<file path="config.mk">
export PLATFORM = sky130hd
export DESIGN_NAME = inv_addroundkey_stage
export DESIGN_NICKNAME = d
export VERILOG_FILES = /design/src/rtl/inv_addroundkey_stage.sv
export SDC_FILE = /design/constraint.sdc
export NUM_CORES = 1
export LEC_CHECK = 0
export CAP_MARGIN = 20
export CORE_AREA = 2 2 156 158
export DETAILED_ROUTE_END_ITERATION = 12
export DIE_AREA = 0 0 158 160
export PLACE_DENSITY = 0.77
export SYNTH_ARGS = -nofsm -noshare
export SYNTH_HDL_FRONTEND = slang
export SYNTH_SLANG_ARGS = --single-unit
</file>
<file path="constraint.sdc">
create_clock -name clk -period 6.3 [get_ports clk]
set_input_delay 1.575 -clock clk [delete_from_list [all_inputs] [get_ports clk]]
set_output_delay 1.575 -clock clk [all_outputs]
set_load 0.02 [all_outputs]
</file>
<file path="src/rtl/inv_addroundkey_stage.sv">
// inv_addroundkey_stage
//   Registered AddRoundKey stage of the AES inverse-cipher datapath, placed
//   directly upstream of InvMixColumns. A state and its round index are
//   accepted, the matching round key is read from the key-schedule store
//   (fixed one-cycle read latency), and state ^ key is presented together
//   with routing flags for the next stage.
//
// Ports
//   clk, rst      : rising-edge clock, synchronous active-high reset
//   in_valid/in_ready, in_state[127:0], in_round[3:0] : input handshake
//   key_rd_en, key_rd_addr[3:0], key_rd_data[127:0]   : key-store read port
//   out_valid/out_ready, out_state[127:0], out_round[3:0],
//   out_mix, out_last : output handshake and routing flags
//   err_round     : sticky flag, an out-of-range round index was accepted
module inv_addroundkey_stage #(
  parameter int NR = 10
) (
  input  logic         clk,
  input  logic         rst,
  input  logic         in_valid,
  output logic         in_ready,
  input  logic [127:0] in_state,
  input  logic [3:0]   in_round,
  output logic         key_rd_en,
  output logic [3:0]   key_rd_addr,
  input  logic [127:0] key_rd_data,
  output logic         out_valid,
  input  logic         out_ready,
  output logic [127:0] out_state,
  output logic [3:0]   out_round,
  output logic         out_mix,
  output logic         out_last,
  output logic         err_round
);

  localparam logic [3:0] NR_L = 4'(NR);

  typedef enum logic [1:0] {
    IDLE = 2'd0,
    KEY  = 2'd1,
    OUT  = 2'd2
  } state_e;

  state_e state_q, state_d;

  logic [127:0] cap_state_q, cap_state_d;
  logic [3:0]   cap_round_q, cap_round_d;
  logic [127:0] out_state_q, out_state_d;
  logic [3:0]   out_round_q, out_round_d;
  logic         out_mix_q, out_mix_d;
  logic         out_last_q, out_last_d;
  logic         out_valid_q, out_valid_d;
  logic         err_round_q, err_round_d;

  logic round_legal;
  logic in_fire;

  // Handshake side. in_ready is forced low during reset so nothing can be
  // accepted (and no key read issued) while the stage is being cleared.
  // In OUT a new input is only taken when the current result drains.
  always_comb begin
    round_legal = (in_round <= NR_L);
    in_ready    = 1'b0;
    if (!rst) begin
      in_ready = (state_q == IDLE) || ((state_q == OUT) && out_ready);
    end
    in_fire     = in_valid && in_ready;
    key_rd_en   = in_fire && round_legal;
    key_rd_addr = in_round;
  end

  // Next-state logic. The key store answers one cycle after the read strobe,
  // so key_rd_data is only consumed in KEY, the edge after the capture.
  always_comb begin
    state_d     = state_q;
    cap_state_d = cap_state_q;
    cap_round_d = cap_round_q;
    out_state_d = out_state_q;
    out_round_d = out_round_q;
    out_mix_d   = out_mix_q;
    out_last_d  = out_last_q;
    out_valid_d = out_valid_q;
    err_round_d = err_round_q || (in_fire && !round_legal);

    if (key_rd_en) begin
      cap_state_d = in_state;
      cap_round_d = in_round;
    end

    case (state_q)
      IDLE: begin
        if (key_rd_en) begin
          state_d = KEY;
        end
      end
      KEY: begin
        out_state_d = cap_state_q ^ key_rd_data;
        out_round_d = cap_round_q;
        out_mix_d   = (cap_round_q != 4'd0) && (cap_round_q != NR_L);
        out_last_d  = (cap_round_q == 4'd0);
        out_valid_d = 1'b1;
        state_d     = OUT;
      end
      OUT: begin
        // Result drains when out_ready is high; a legal input taken in the
        // same cycle goes straight to KEY for back-to-back operation.
        if (out_ready) begin
          out_valid_d = 1'b0;
          state_d     = key_rd_en ? KEY : IDLE;
        end
      end
      default: begin
        state_d     = IDLE;
        out_valid_d = 1'b0;
      end
    endcase
  end

  // State and datapath registers; reset discards any in-flight state.
  always_ff @(posedge clk) begin
    if (rst) begin
      state_q     <= IDLE;
      cap_state_q <= '0;
      cap_round_q <= '0;
      out_state_q <= '0;
      out_round_q <= '0;
      out_mix_q   <= 1'b0;
      out_last_q  <= 1'b0;
      out_valid_q <= 1'b0;
      err_round_q <= 1'b0;
    end else begin
      state_q     <= state_d;
      cap_state_q <= cap_state_d;
      cap_round_q <= cap_round_d;
      out_state_q <= out_state_d;
      out_round_q <= out_round_d;
      out_mix_q   <= out_mix_d;
      out_last_q  <= out_last_d;
      out_valid_q <= out_valid_d;
      err_round_q <= err_round_d;
    end
  end

  assign out_state = out_state_q;
  assign out_round = out_round_q;
  assign out_mix   = out_mix_q;
  assign out_last  = out_last_q;
  assign out_valid = out_valid_q;
  assign err_round = err_round_q;

endmodule

</file>
After elaboration in Yosys (flattened, before gate mapping). Cells that the tools add are included.

Logic and storage cells: 37. Register bits: 270. Output and inout bits: 142.

Equal/unequal tests: 5. Magnitude comparators: 1. Muxes and demuxes: 7. Bitwise logic cells: 2. Reduce and logical (&&, ||, !) cells: 13.

Operators with widths (number): XOR 128 bit (1); one-hot mux 2 bit (3 select lines) (1); logical AND 1 bit (5); <= comparator 4 bit (second input constant) (1); logical NOT 4 bit (1); two-way mux 2 bit (2); != test 2 bit (second input constant) (2); != test 4 bit (second input constant) (1); AND reduction 2 bit (2); nonzero test 4 bit (1); two-way mux 1 bit (3); one-hot mux 1 bit (3 select lines) (1); equality test 2 x 1 -> 1 bit (second input constant) (1); equality test 2 bit (second input constant) (1); logical NOT 2 bit (1); logical OR 1 bit (2); logical NOT 1 bit (1); inverter 1 bit (1).

Logic depth before layout (Yosys ltp).
Depth in word-level cells: 9. Gate-level depth with buffers: 9. Depth with buffers taken out: 5.

Least setup slack after synthesis. No wires, ideal clock.

Path type: input -> output. Start point: input rst. End point: output key_rd_en. Stages: 6. Required time: 4725 ps. Buffers on the path: 3. Path slack: 1997 ps. Arrival: 2728 ps. Cell sequence: buf_2 > or2_1 > a2111o_1 > buf_2 > inv_2 > buf_2.

Cells in the longest elaborated chain, start to end: 3.

RTL lines: start, declared (RTL line 19) `input logic rst,`; two-way mux 1 bit (RTL line 64) `if (!rst) begin`; logical AND 1 bit (RTL line 67) `in_fire = in_valid && in_ready;`; logical AND 1 bit (RTL line 68) `key_rd_en = in_fire && round_legal;`; end, declared (RTL line 24) `output logic key_rd_en,`.

Every way passes these cells.

Worst setup path in the final report.
Start point: input in_round[1]. End point: output key_rd_en.

Cells in the longest elaborated chain, start to end: 2.

RTL lines: start, declared (RTL line 23) `input logic [3:0] in_round,`; <= comparator 4 bit (RTL line 62) `round_legal = (in_round <= NR_L);`; logical AND 1 bit (RTL line 68).

Every way passes these cells.

==> results.md <==
* Run status: complete, no violations
* Flops & latches, synth at 270
* HPWL after DPL at roughly 21000 um
* GPL Wtd Cong at ~0.86
* R2R cell count at 7
* Area added between synthesis and finish at 49.18%
* Finished Layout Cells at around 1900
* Top cell by count, worst path: clkdlybuf4s50_1
* Initial antenna violation count at 3
* Vias at slightly above 9000
* Starting DRT DRC Count at 618
* FF-to-FF setup slack at 3.33 ns
* CP Max Fanout at 3
* Hold depth at 2
* Crit end category: output pin
* Crit-path cells: clkdlybuf4s50_1, a21o_1, a2111o_2, inv_4, clkdlybuf4s50_1
* First-pass GRT wire length at approximately 46000 um
* PostCTS Resize Cnt at 0
* Multi-input gate area at 4402 um^2
* Slowest cell on the critical path: clkdlybuf4s50_1
* Setup Crit Path Kind: input pin to output pin
* Ys flop type: dfxtp_1
* CTS H-Tree Depth at 1
* Synth Instances at 1178
* Post-CTS setup repair buffer count at 0
* Arrival @ worst endpoint at around 3.4 ns
* Lkg Pwr at 5.141 nW
* # IOs at approximately 400
* Vias per cell at between 4 and 5
* Antenna viol nets, final at 0
* Clk root buf: clkbuf_16
* Die Footprint at between 20000 and 30000 um^2
* Largest delay share family, worst path: buffers and inverters
* Core Rows at 57
* Synth Cell Area at 10260 um^2
* DP Worst Slack at about 1.3 ns
* Worst-Skew Late Latency at between 0.5 and 0.6 ns
* Max Fclk at 200.5 MHz
* Worst Path Required at 4.72 ns
* Fraction of layout cells with a size suffix above 1 at 0.03928
* Most common cell in the synthesized netlist: dfxtp_1
* Final period util at 0.7916
* Mapped Avg Cell Area at between 8 and 9 um^2
* Post-layout util at 0.6424
* Crit path depth at 5
* Sink Count at 270
* Clk pin slew, worst setup/hold paths at approximately 0.060 ns
* TritonCTS Buffers at 29
* Pwr dens at ~270 nW/um^2
* GRT Total Usage at 0.2295
* CTS tree: yes
* Post-Route WL at 30530 um
* MaxCap Viol Count at 0
* Crit path launch type: input pin
* Syn_nets at roughly 1400
* Vias in the first global route at 8775
* Crit path time final at between 4 and 5 ns
* Register Area at approximately 5400 um^2
* Commonest cells in the netlist: dfxtp_1 (270), nand2_1 (268), nor2_1 (138)
* Final Hold Viols at 0
* Post-route setup TNS at 0 ns
* Syn. warnings at 0
* Worst Hold Class: register to register
* Top cell type's share of synthesized area at 0.5270
* Core area at about 24000 um^2
* GRT Residual Overflow at 0
* Inst Count DP at ~1800
* Hold-fix buffers, CTS at 0
* Buffers on Ports at 405
* Post-synth EDFFs at 0
* Fin worst setup slack at ~1.3 ns
* Worst clock skew at 0.009525 ns
* Longest Clk Path Bufs at 3
* Post-synth top area cell: dfxtp_1
* Chip Height at roughly 160 um
* Filler instances at ~2000
* Nets at 1795
* DR DRC count at 0
* Fin. max-slew vios at 0
* Asr flop ratio synth at 0
* Largest stage delay, worst path at 0.59 ns
* Worst ir drop on vdd at approximately 0.2 mV
* Largest net degree at the start of global routing at between 100 and 150
* Setup Viol. Count Final at 0
* Relative slew slack at 0.2691
* Die W at between 150 and 200 um
* WL/cell at between 15 and 20 um
* Drt pass-1 iters at 4
* Sequential fraction of the synthesis area at 0.5270
* Unrepaired setup endpoints after global routing: no
* Yosys cell types at 22
* Initial core utilization at 0.4306
* Buf/Inv on CP at 3
* Worst slew pin tran at about 1.1 ns
* Ranking of synthesized cells by area: dfxtp_1 (53%), xnor2_1 (11%), nand2_1 (9.8%), a211oi_1 (9.4%), a21oi_1 (6.6%)
## worst paths after layout
kind | from | end
setup / recovery | in_round[1] | key_rd_en
hold / removal | out_round[2] | out_round[2]
setup reg to reg | state_q[0] | cap_state_q[100]
hold reg to reg | out_round[2] | out_round[2]
## per-layer routing
metal  part of all wire  track usage
met5            0.00023            0
met4              0.045       0.1052
met3              0.071      0.05889
met2               0.48       0.3860
met1               0.40       0.2736
## power breakdown
part / internal [mW] / switching, mW / leakage [nW]
registers: 1.80 / 0.0545 / 2.20
logic: 0.360 / 0.312 / 2.47
clock network: 0.947 / 0.678 / 0.463
total: 3.11 / 1.04 / 5.14
## layout make-up
| class | instances | area share |
|---|---|---|
| Sequential cell | 270 | 0.3532 |
| Multi-Input combinational cell | 813 | 0.2877 |
| Timing Repair Buffer | 414 | 0.2712 |
| Clock buffer | 43 | 0.05675 |
| Tap cell | 324 | 0.02649 |
| Clock inverter | 10 | 0.003434 |
| Inverter | 3 | 0.0008994 |
| Antenna cell | 2 | 0.0003271 |
## worst min-delay path, delay by kind of cell (launching register included)
family / cells / cell delay (ns)
AO/OA/AOI/OAI: 1 / 0.05
flip-flops: 1 / 0.31
AND/OR/NAND/NOR: 1 / 0.05
## metrics by stage
stage | total power, mW | instance area [um^2] | hold WS (ns)
2_1_floorplan | 2.217 | 10260 | 0.4454
3_3_place_gp | 2.552 | 14360 | 0.4440
3_5_place_dp | 2.567 | 14380 | 0.4496
4_1_cts | 4.198 | 15300 | 0.4578
5_1_grt | 4.333 | 15300 | 0.4804
6_report | 4.154 | 15300 | 0.4569
## cell families (layout without fill, tap and decap cells)
family,after synthesis,in the layout,synth area share
compound gates,269,269,0.1644
simple gates,415,415,0.1537
flops,270,270,0.5270
xor+xnor,129,129,0.1101
buf+inv,95,470,0.04477
other cells,0,2,0
## placed cells by master, fill, tap and decap left out
cell / n
a2111o_2: 1
a211oi_1: 129
a21o_1: 1
a21oi_1: 135
a22oi_1: 2
a41oi_1: 1
buf_12: 2
buf_4: 7
clkbuf_1: 5
clkbuf_16: 29
clkbuf_8: 10
clkdlybuf4s50_1: 404
clkinv_2: 9
clkinvlp_4: 1
dfxtp_1: 270
diode_2: 2
inv_1: 2
inv_4: 1
nand2_1: 268
nand2b_1: 1
nor2_1: 138
nor2b_1: 2
nor2b_4: 1
nor3_1: 3
nor4_1: 1
or2_1: 1
xnor2_1: 129
## sequential cells by signal, indices dropped and copies added, names as in the netlist
register,flops
cap_state_q,128
out_state,128
cap_round_q,4
out_round,4
state_q,2
err_round,1
out_last,1
out_mix,1
out_valid,1
Note: power is estimated with default switching activity, not from simulation.
